### src/rtl/rib_arbiter_pkg.sv
// Shared constants and types for the RIB master arbiter.
// Master indices, FSM states and the fixed priority order live here.
package rib_arbiter_pkg;

  localparam int RibMstNum = 4;

  localparam logic [1:0] MST_M0 = 2'd0;
  localparam logic [1:0] MST_M1 = 2'd1;
  localparam logic [1:0] MST_M2 = 2'd2;
  localparam logic [1:0] MST_M3 = 2'd3;

  localparam int STARVE_LIMIT_DEF = 15;

  // m1 (core fetch) owns the bus whenever nobody else does
  localparam logic [RibMstNum-1:0] GNT_DFLT = RibMstNum'(1) << MST_M1;

  typedef enum logic [1:0] {ARB, OWN, LOCK} arb_state_e;

  // rank 0 is the highest priority: m3 > m0 > m2 > m1
  function automatic logic [1:0] prio_at(input logic [1:0] rank);
    case (rank)
      2'd0:    return MST_M3;
      2'd1:    return MST_M0;
      2'd2:    return MST_M2;
      default: return MST_M1;
    endcase
  endfunction

endpackage

### src/rtl/rib_arb_pick.sv
// Combinational winner select: starved requesters first, then fixed priority.
// Output is always one-hot; defaults to m1 when nothing requests.
module rib_arb_pick
  import rib_arbiter_pkg::*;
(
  input  logic [RibMstNum-1:0] req,
  input  logic [RibMstNum-1:0] starved,
  output logic [RibMstNum-1:0] onehot,
  output logic [1:0]           idx,
  output logic                 any
);

  logic [RibMstNum-1:0] eff;

  always_comb begin
    eff = (|(req & starved)) ? (req & starved) : req;
    any = |req;
    idx = MST_M1;
    // walk lowest to highest rank so the best candidate is written last
    for (int r = RibMstNum - 1; r >= 0; r--) begin
      if (eff[prio_at(2'(r))]) idx = prio_at(2'(r));
    end
    onehot      = '0;
    onehot[idx] = 1'b1;
  end

endmodule

### src/rtl/rib_arbiter.sv
// RIB bus arbiter: registered one-hot grant, lock across busy slaves,
// and per-master starvation aging that promotes long-denied masters.
module rib_arbiter
  import rib_arbiter_pkg::*;
#(
  parameter int STARVE_LIMIT = STARVE_LIMIT_DEF,
  parameter int CNT_W        = 4
) (
  input  logic                 clk,
  input  logic                 rst,
  input  logic [RibMstNum-1:0] req_i,
  input  logic                 busy_i,
  output logic [RibMstNum-1:0] grant_o,
  output logic [1:0]           grant_id_o,
  output logic                 grant_valid_o,
  output logic [RibMstNum-1:0] starve_o,
  output logic                 hold_flag_o
);

  localparam logic [CNT_W-1:0] LIM = CNT_W'(STARVE_LIMIT);

  arb_state_e state_q, state_d;
  logic [RibMstNum-1:0]            grant_q, grant_d;
  logic [1:0]                      id_q, id_d;
  logic                            valid_q, valid_d;
  logic [RibMstNum-1:0][CNT_W-1:0] cnt_q, cnt_d;
  logic [RibMstNum-1:0]            starve_q, starve_d;
  logic [RibMstNum-1:0]            owner, pick_oh;
  logic [1:0]                      pick_idx;
  logic                            pick_any;

  assign owner = grant_q & {RibMstNum{valid_q}};

  // the completing owner's counter clears this edge, so it must not win on
  // a stale starved flag and hog the bus for a second transfer
  rib_arb_pick u_pick (
    .req     (req_i),
    .starved (starve_q & ~owner),
    .onehot  (pick_oh),
    .idx     (pick_idx),
    .any     (pick_any)
  );

  always_comb begin
    logic rearb;
    state_d = state_q;
    grant_d = grant_q;
    id_d    = id_q;
    valid_d = valid_q;
    rearb   = 1'b0;
    case (state_q)
      ARB:       rearb = 1'b1;
      OWN, LOCK: if (busy_i) state_d = LOCK;
                 else        rearb   = 1'b1;
      default:   rearb = 1'b1;
    endcase
    if (rearb) begin
      if (pick_any) begin
        state_d = OWN;
        grant_d = pick_oh;
        id_d    = pick_idx;
        valid_d = 1'b1;
      end else begin
        state_d = ARB;
        grant_d = GNT_DFLT;
        id_d    = MST_M1;
        valid_d = 1'b0;
      end
    end
  end

  always_comb begin
    cnt_d    = '0;
    starve_d = '0;
    for (int n = 0; n < RibMstNum; n++) begin
      if (req_i[n]) begin
        if (state_q == ARB)
          cnt_d[n] = cnt_q[n];
        else if (!owner[n])
          cnt_d[n] = (cnt_q[n] == LIM) ? cnt_q[n] : cnt_q[n] + CNT_W'(1);
      end
      starve_d[n] = (cnt_d[n] == LIM);
    end
  end

  always_ff @(posedge clk or negedge rst) begin
    if (!rst) begin
      state_q  <= ARB;
      grant_q  <= GNT_DFLT;
      id_q     <= MST_M1;
      valid_q  <= 1'b0;
      cnt_q    <= '0;
      starve_q <= '0;
    end else begin
      state_q  <= state_d;
      grant_q  <= grant_d;
      id_q     <= id_d;
      valid_q  <= valid_d;
      cnt_q    <= cnt_d;
      starve_q <= starve_d;
    end
  end

  assign grant_o       = grant_q;
  assign grant_id_o    = id_q;
  assign grant_valid_o = valid_q;
  assign starve_o      = starve_q;
  assign hold_flag_o   = (state_q == LOCK) | req_i[MST_M3] | req_i[MST_M0]
                       | req_i[MST_M2] | busy_i;

endmodule

### config.mk
export PLATFORM = sky130hd
export DESIGN_NAME = rib_arbiter
export DESIGN_NICKNAME = d
export VERILOG_FILES = /design/src/rtl/rib_arbiter_pkg.sv /design/src/rtl/rib_arb_pick.sv /design/src/rtl/rib_arbiter.sv
export SDC_FILE = /design/constraint.sdc
export NUM_CORES = 1
export LEC_CHECK = 0
export BUFFER_PORTS_ARGS = -buffer_cell sky130_fd_sc_hd__buf_2
export CAP_MARGIN = 20
export CORE_ASPECT_RATIO = 0.75
export CORE_MARGIN = 2
export CORE_UTILIZATION = 52
export CTS_CLUSTER_SIZE = 28
export DETAILED_ROUTE_END_ITERATION = 12
export PLACE_DENSITY_LB_ADDON = 0.12
export SLEW_MARGIN = 30
export SYNTH_ARGS = -nofsm -noshare
export SYNTH_HDL_FRONTEND = slang
export SYNTH_HIERARCHICAL = 1
export SYNTH_SLANG_ARGS = --single-unit
### constraint.sdc
create_clock -name clk -period 1.7 [get_ports clk]
set_input_delay 0.255 -clock clk [delete_from_list [all_inputs] [get_ports clk]]
set_output_delay 0.255 -clock clk [all_outputs]
set_load 0.05 [all_outputs]
==> qor.yml, run 1 <==
synth_commonest_cells: "dfrtp_1, nor2_1, nand2_1"
first_iter_violations: 221
finClkSkew_ns: 0.0112
path_max_fanout: 5
root_buffer: "clkbuf_8"
insertion_delay_ns: 0.29
synth_edf_count: 0
instances_no_fill: 230
cts.clk_slew.worst_paths_ns: 0.07
finalMaxSlewViolations: 0
die_x_microns: 69.3
ant_nets: 0
vias: 1337
drive_gt1_frac: 0.276
powerDensity_nw_per_um2: 1620
syn_area_sq_um: 1660
finalPower_mw: 3.26
syn-num-nets: 174
required_ns: 1.87
finalHoldViolCount: 8
seq_area_frac_synth: 0.438
clock.fmax_ghz: 0.610
violations: "hold timing"
yosys.cell_count.top_type: "dfrtp_1"
grt_max_degree: 30
avgSynthCellArea_sq_um: 10.3
p_leak_nw: 0.916
area_delta_synth_final_pct: 21.0
finalInstanceArea_sq_um: 2010
viasPerCell: 5.81
vdd_drop_max_mv: 0.897
post_cts_resized: 0
cts_setup_buffers: 0
antenna_cells: 0
yosysTopAreaCellShare: 0.407
cts_tree: "built"
first_pass_iters: 4
start_kind: "flop"
yosysWarnings: 6
grt_pass1_vias: 1365
setup_viol: 0
fill_cells: 228
antenna_found_initial: 0
nets: 204
ys_seq_elements: 29
criticalPathCategory: "flop to flop"
hp-class: "input pin to asynchronous set/reset pin"
drc: 0
place_congestion: 0.913
numClockSinks: 29
grt_pass1_wl_mm: 6.11
clk_path_buf_depth: 2
grtUsageTotal: 0.220
cts_buffers: 5
routed_wl_mm: 3.59
synth_cell_type_count: 40
overflow: 0
io_buffers: 18
worstMarginPinSlew_ns: 0.644
wl_per_cell_microns: 15.6
core_sq_um: 3000
synth-main-ff-cell: "dfrtp_1"
placedCellCount: 223
async_flop_share: 1.00
ys_top_cells_by_area: "dfrtp_1, mux2i_1, ha_1"
die_area_sq_um: 3670
postSynthCellCount: 161
ios: 19
setup_tns_ns: 0
synth_top_area_cell: "dfrtp_1"
maxCapViolations: 0
status: "finished with violations"
fin_hold_ws_ns: -0.00984
start_util: 0.554
place_hpwl_mm: 2.60
dieHeight_microns: 53.0
end_kind: "flop"
cp.arrival_ns: 1.80
postCtsHoldBufs: 0
period_needed_ns: 1.64
slew_headroom: 0.570
fp-row-count: 17
h-tree-depth: 2
fin_crit_sh: 0.964
placed_area_sq_um: 1860
[worst max-delay path, cell delays in order (launching register included)]
cell and delay [ns]:
dfrtp_1 0.44, ha_1 0.29, a31oi_4 0.27, nand3b_1 0.14, a2111oi_2 0.39
[through the flow]
step           setup slack (ns)   util
3_3_place_gp             0.0580  0.621
3_5_place_dp             0.0165  0.621
6_report                 0.0613  0.670
5_1_grt                -0.00214  0.670
2_1_floorplan          -0.00906      -
4_1_cts                 0.00526  0.661
[final timing paths]
path,start,endpoint,slack [ns],cells past startpoint
setup reg to reg,cnt_q[12],starve_o[3],0.06,4
min in group clk,req_i[2],grant_id_o[0],0.37,4
setup / recovery,cnt_q[12],starve_o[3],0.06,4
max in group asynchronous,rst,starve_o[1],1.25,1
hold / removal,rst,grant_o[3],-0.01,1
hold reg to reg,grant_id_o[1],grant_id_o[1],0.46,2
[power breakdown]
| part | switching (mW) | internal (mW) |
|---|---|---|
| clock | 0.272 | 0.476 |
| combinational | 0.843 | 0.563 |
| sequential | 0.214 | 0.896 |
| total | 1.33 | 1.93 |
[state kept, by name, summed over array words and instances (netlist names)]
register       flops
cnt_q             16
grant_o            4
starve_o           4
grant_id_o         2
state_q            2
grant_valid_o      1
[cells in the final DEF, fill, tap and decap left out, drive strengths merged, types with 7 or more instances in the layout]
cell type	n
buf	24
dfrtp	27
inv	7
mux2i	8
nand2	10
nand2b	7
nand3b	7
nor2	20
o21ai	13
[kinds of logic after synthesis]
kind of cell    share of synthesized area
compound gates                      0.178
xor+xnor                           0.0211
fa+ha+maj                          0.0452
buf+inv                            0.0226
flops                               0.438
mux                                0.0572
simple gates                        0.238
[routing by layer]
| metal | part of all wire | GRT usage | up-vias |
|---|---|---|---|
| met1 | 0.44 | 0.265 | 637 |
| met4 | 0.015 | 0.118 | 0 |
| li1 | - | - | 649 |
| met5 | 0 | 0 | - |
| met2 | 0.48 | 0.367 | 44 |
| met3 | 0.057 | 0.0610 | 7 |
[final cells by class]
cell class                 instances  area [sq um]  share of cell area
multi-input combinational        124           935               0.465
timing repair buffer              24           148              0.0734
sequential                        29           734               0.365
clock buffer                       6          82.6              0.0411
clock inverter                     2          37.5              0.0187
tap                               38          47.5              0.0236
inverter                           7          26.3              0.0131
(Power assumes the default switching activity.)
==> run 2, diff against run 1 <==
RECOVER_POWER = 50   (was default)
==> run 2 against run 1 <==
The run still ends with hold timing left. Global-route usage did not move. Register-to-register slack about the same. First-iteration DRC count down 22%. Total power shrank 0.12%. Clock-buffer cell count stayed put. Sequential cell count unchanged. Maximum frequency about the same. Critical endpoint unchanged.
==> qor.yml, run 2 (same netlist as run 1, synthesis figures left out) <==
first_pass_iters: 4
dpl_worst_slack_ns: 0.0165
top_register: "cnt_q"
grt_pass1_wl_mm: 6.11
start_util: 0.554
vias: 1346
first_iter_violations: 173
p_comb_frac: 0.430
setup_viol: 0
nets: 204
drc: 0
slowest_stage: "dfrtp_1"
area_delta_synth_final_pct: 20.8
layout_setup_ws_ns: 0.0614
place_hpwl_mm: 2.60
ant_nets: 0
placedCellCount: 223
violations: "hold timing"
grt_max_degree: 30
p_switching_mw: 1.33
status: "finished with violations"
overflow: 0
numClockSinks: 29
p_seq_frac: 0.341
final_common_cell: "dfrtp_1"
ios: 19
routed_wl_mm: 3.62
dieHeight_microns: 53.0
antenna_cells: 0
required_ns: 1.87
finClkSkew_ns: 0.0106
fin_crit_sh: 0.964
grtUsageTotal: 0.220
reg2reg_depth: 4
end_kind: "flop"
criticalPathCategory: "flop to flop"
core_sq_um: 3000
hp-class: "input pin to asynchronous set/reset pin"
path_max_fanout: 5
finalMaxSlewViolations: 0
instances_no_fill: 230
clock_power_share: 0.229
cts_tree: "built"
h-tree-depth: 2
internal_power_mw: 1.93
fin_hold_ws_ns: -0.0112
place_congestion: 0.913
p_leak_nw: 0.904
cts.clk_slew.worst_paths_ns: 0.07
drive_gt1_frac: 0.260
fin_util: 0.669
r2r_slack_ns: 0.06
cts_buffers: 5
period_needed_ns: 1.64
path_cells: "ha_1 -> a31oi_4 -> nand3b_1 -> a2111oi_2"
fp-row-count: 17
start_kind: "flop"
largest_reg_flops: 16
vdd_drop_max_mv: 0.900
slew_headroom: 0.574
powerDensity_nw_per_um2: 1620
postCtsHoldBufs: 0
die_x_microns: 69.3
die_area_sq_um: 3670
worstMarginPinSlew_ns: 0.639
antenna_found_initial: 0
maxCapViolations: 0
sw_frac_of_total: 0.408
finalHoldViolCount: 16
final_cell_mix: "dfrtp_1, nor2_1, buf_2, nand2_1, o21ai_1"
insertion_delay_ns: 0.29
wl_per_cell_microns: 15.7
clk_path_buf_depth: 2
viasPerCell: 5.85
clock.fmax_ghz: 0.610
io_buffers: 18
cp.arrival_ns: 1.80
max_stage_delay_ns: 0.44
reg2reg_to: "starve_o[3]"
grt_pass1_vias: 1365
setup_tns_ns: 0
root_buffer: "clkbuf_8"
r2r-start: "cnt_q[12]"
## run 2: final cells by class
type,instances,area (sq um)
Tap cell,38,47.5
Fill cell,229,992
Multi-Input combinational cell,124,935
Inverter,7,26.3
Timing Repair Buffer,24,144
Clock inverter,2,37.5
Sequential cell,29,734
Clock buffer,6,82.6
## run 2: how the worst max path moves through the flow
stage,to,slack (ns),startpoint
after floorplan,grant_id_o[1],-0.009,grant_o[2]
after global placement,starve_o[3],0.06,state_q[0]
after detailed placement,starve_o[3],0.02,state_q[1]
after CTS,starve_o[3],0.005,state_q[1]
after global routing,starve_o[3],-0.002,cnt_q[12]
final,starve_o[3],0.06,cnt_q[12]
## run 2: critical path: cells and delay by family (launching register included)
family,cells,cell delay (ns)
compound gates,2,0.66
flops,1,0.44
fa+ha+maj,1,0.29
simple gates,1,0.14
## run 2: repair_timing
| item | in CTS | in global routing |
|---|---|---|
| buffers inserted | 0 | 0 |
| endpoints found under the setup margin | 0 | 5 |
| gates resized for setup | 0 | 7 |
## run 2: per-stage QoR
stage,cell area [sq um],power [mW],hold WS [ns]
after floorplan,1670,2.10,-0.0406
after global placement,1860,2.42,0.313
after detailed placement,1860,2.47,0.314
after CTS,1980,3.24,0.00694
after global routing,2010,3.48,0.0390
final,2010,3.26,-0.0112
## run 2: power groups by stage
stage | clock, mW | sequential, mW | combinational, mW
after floorplan | 0 | 1.30 | 0.800
after global placement | 0 | 1.09 | 1.33
after detailed placement | 0 | 1.10 | 1.37
after CTS | 0.764 | 1.09 | 1.39
after global routing | 0.803 | 1.14 | 1.53
final | 0.747 | 1.11 | 1.40
## run 2: routing by layer
layer  track usage  routed length, microns  vias to the layer above
li1              -                       -                      649
met1         0.265                    1570                      635
met2         0.367                    1750                       55
met3        0.0610                     239                        7
met4         0.118                      57                        0
met5             0                       0                        -
==> run 3, diff against run 2 <==
clock period = 1.5 ns   (was 1.7 ns; I/O delays follow)
==> run 3 against run 2 <==
The flow finishes with violations (setup timing). Utilization grew 10 points. Clock power shrank 11%. Routed wire length grew 10%. Global-route usage grew 0.66 points. Total power grew 25%. Setup slack lost 0.15 ns. Die area is the same. Maximum frequency grew 3.2%. Hold slack gained 0.39 ns. Sequential power grew 7%. Critical path type unchanged. Largest power group unchanged.
==> qor.yml, run 3 (same netlist as run 1, synthesis figures left out) <==
die_area_sq_um: 3670
grtUsageTotal: 0.227
viasPerCell: 5.67
routed_wl_mm: 3.99
overflow: 0
finalMaxSlewViolations: 0
numClockSinks: 29
setup_viol: 10
layout_setup_ws_ns: -0.0872
drc: 0
finalPower_mw: 4.08
violations: "setup timing"
p_leak_nw: 1.05
period_needed_ns: 1.59
required_ns: 1.70
cts_tree: "built"
hp-start: "req_i[1]"
root_buffer: "clkbuf_8"
cp_top_family: "compound AO/OA/AOI/OAI gates"
final_common_cell: "buf_4"
worstMarginPinSlew_ns: 0.734
cts_buffers: 5
max_stage_delay_ns: 0.45
fin_crit_sh: 1.06
slowest_stage: "dfrtp_2"
dieHeight_microns: 53.0
status: "finished with violations"
grt_pass1_wl_mm: 6.40
clock.fmax_ghz: 0.630
antenna_found_initial: 0
finalHoldViolCount: 0
cp.arrival_ns: 1.79
grt_pass1_vias: 1396
start_util: 0.554
setup_tns_ns: -0.235
criticalPathCategory: "flop to flop"
cp-startpoint: "grant_valid_o"
first_iter_violations: 263
end_kind: "flop"
largest_reg_flops: 16
top_register: "cnt_q"
hp-class: "input pin to flop"
rsz0062_at_grt: "yes"
vias: 1463
instances_no_fill: 258
r2r-start: "grant_valid_o"
die_x_microns: 69.3
first_pass_iters: 4
vdd_drop_max_mv: 1.09
insertion_delay_ns: 0.28
path_max_fanout: 6
critPathBufInv: 0
grt_max_degree: 30
drive_gt1_frac: 0.423
fp-row-count: 17
finClkSkew_ns: 0.00511
start_kind: "flop"
final_cell_mix: "buf_4, dfrtp_1, nor2_1, buf_2, nand2_1"
place_hpwl_mm: 2.67
area_delta_synth_final_pct: 38.8
wl_per_cell_microns: 15.4
core_sq_um: 3000
path_cells: "a21boi_1 -> a222oi_1 -> o21ai_1 -> and3_1 -> nor3b_2 -> a21oi_1"
ant_nets: 0
h-tree-depth: 2
clk_path_buf_depth: 2
cts.clk_slew.worst_paths_ns: 0.06
antenna_cells: 0
slew_headroom: 0.511
powerDensity_nw_per_um2: 1770
nets: 232
io_buffers: 18
place_congestion: 0.840
ios: 19
maxCapViolations: 0
placedCellCount: 246
run 3: changes by cell type in the layout (fill, tap and decap cells not counted), sizes merged:
cell | before | now
buf | 21 | 48
clkbuf | 9 | 11
bufinv | 1 | 0
clkinvlp | 1 | 0
dlygate4sd3 | 0 | 1
run 3: final cells by class:
class	instances	area, sq um
clock buffer	8	90.1
fill	189	693
inverter	7	26.3
multi-input combinational	124	1020
sequential	29	736
tap	38	47.5
timing repair buffer	52	387
run 3: where the power goes:
| group | switching [mW] | leakage (nW) | internal (mW) |
|---|---|---|---|
| Sequential | 0.177 | 0.370 | 1.02 |
| Combinational | 1.19 | 0.630 | 1.03 |
| Clock | 0.291 | 0.0455 | 0.373 |
| Total | 1.66 | 1.05 | 2.42 |
run 3: final timing paths:
| kind | end | slack (ns) | cells past startpoint |
|---|---|---|---|
| setup / recovery | grant_o[1] | -0.09 | 6 |
| hold / removal | starve_o[1] | 0.38 | 4 |
| setup reg to reg | grant_o[1] | -0.09 | 6 |
| hold reg to reg | grant_id_o[1] | 0.49 | 2 |
| max in group asynchronous | grant_valid_o | 0.44 | 2 |
| min in group asynchronous | cnt_q[6] | 0.54 | 2 |
run 3: worst min-delay path, cell delays in order:
cell and delay [ns]:
buf_2 0.10, buf_4 0.15, o21ai_2 0.08, a2111oi_2 0.05
run 3: what timing repair did:
action | 4_1_cts | 5_1_grt
setup endpoints to repair | 17 | 21
hold buffers | 1 | 0
pin swaps | 5 | 8
buffers inserted | 0 | 2
hold endpoints to repair | 6 | 0
resized for setup | 10 | 17
cloned | 0 | 1
run 3: metal layers:
layer	up-vias	share of wire	track usage	routed length, microns
met3	5	0.054	0.0590	216
met5	-	0	0	0
li1	710	-	-	-
met2	50	0.47	0.375	1890
met1	698	0.46	0.293	1830
met4	0	0.012	0.0784	48
run 3: metrics by stage:
| step | utilization | cell area, sq um | hold WS [ns] | setup slack [ns] |
|---|---|---|---|---|
| final | 0.769 | 2310 | 0.377 | -0.0872 |
| after detailed placement | 0.685 | 2050 | 0.294 | -0.0890 |
| after global placement | 0.685 | 2050 | 0.278 | -0.0470 |
| after floorplan | - | 1690 | -0.0706 | -0.141 |
| after global routing | 0.769 | 2310 | 0.378 | -0.180 |
| after CTS | 0.732 | 2190 | 0.373 | -0.0423 |
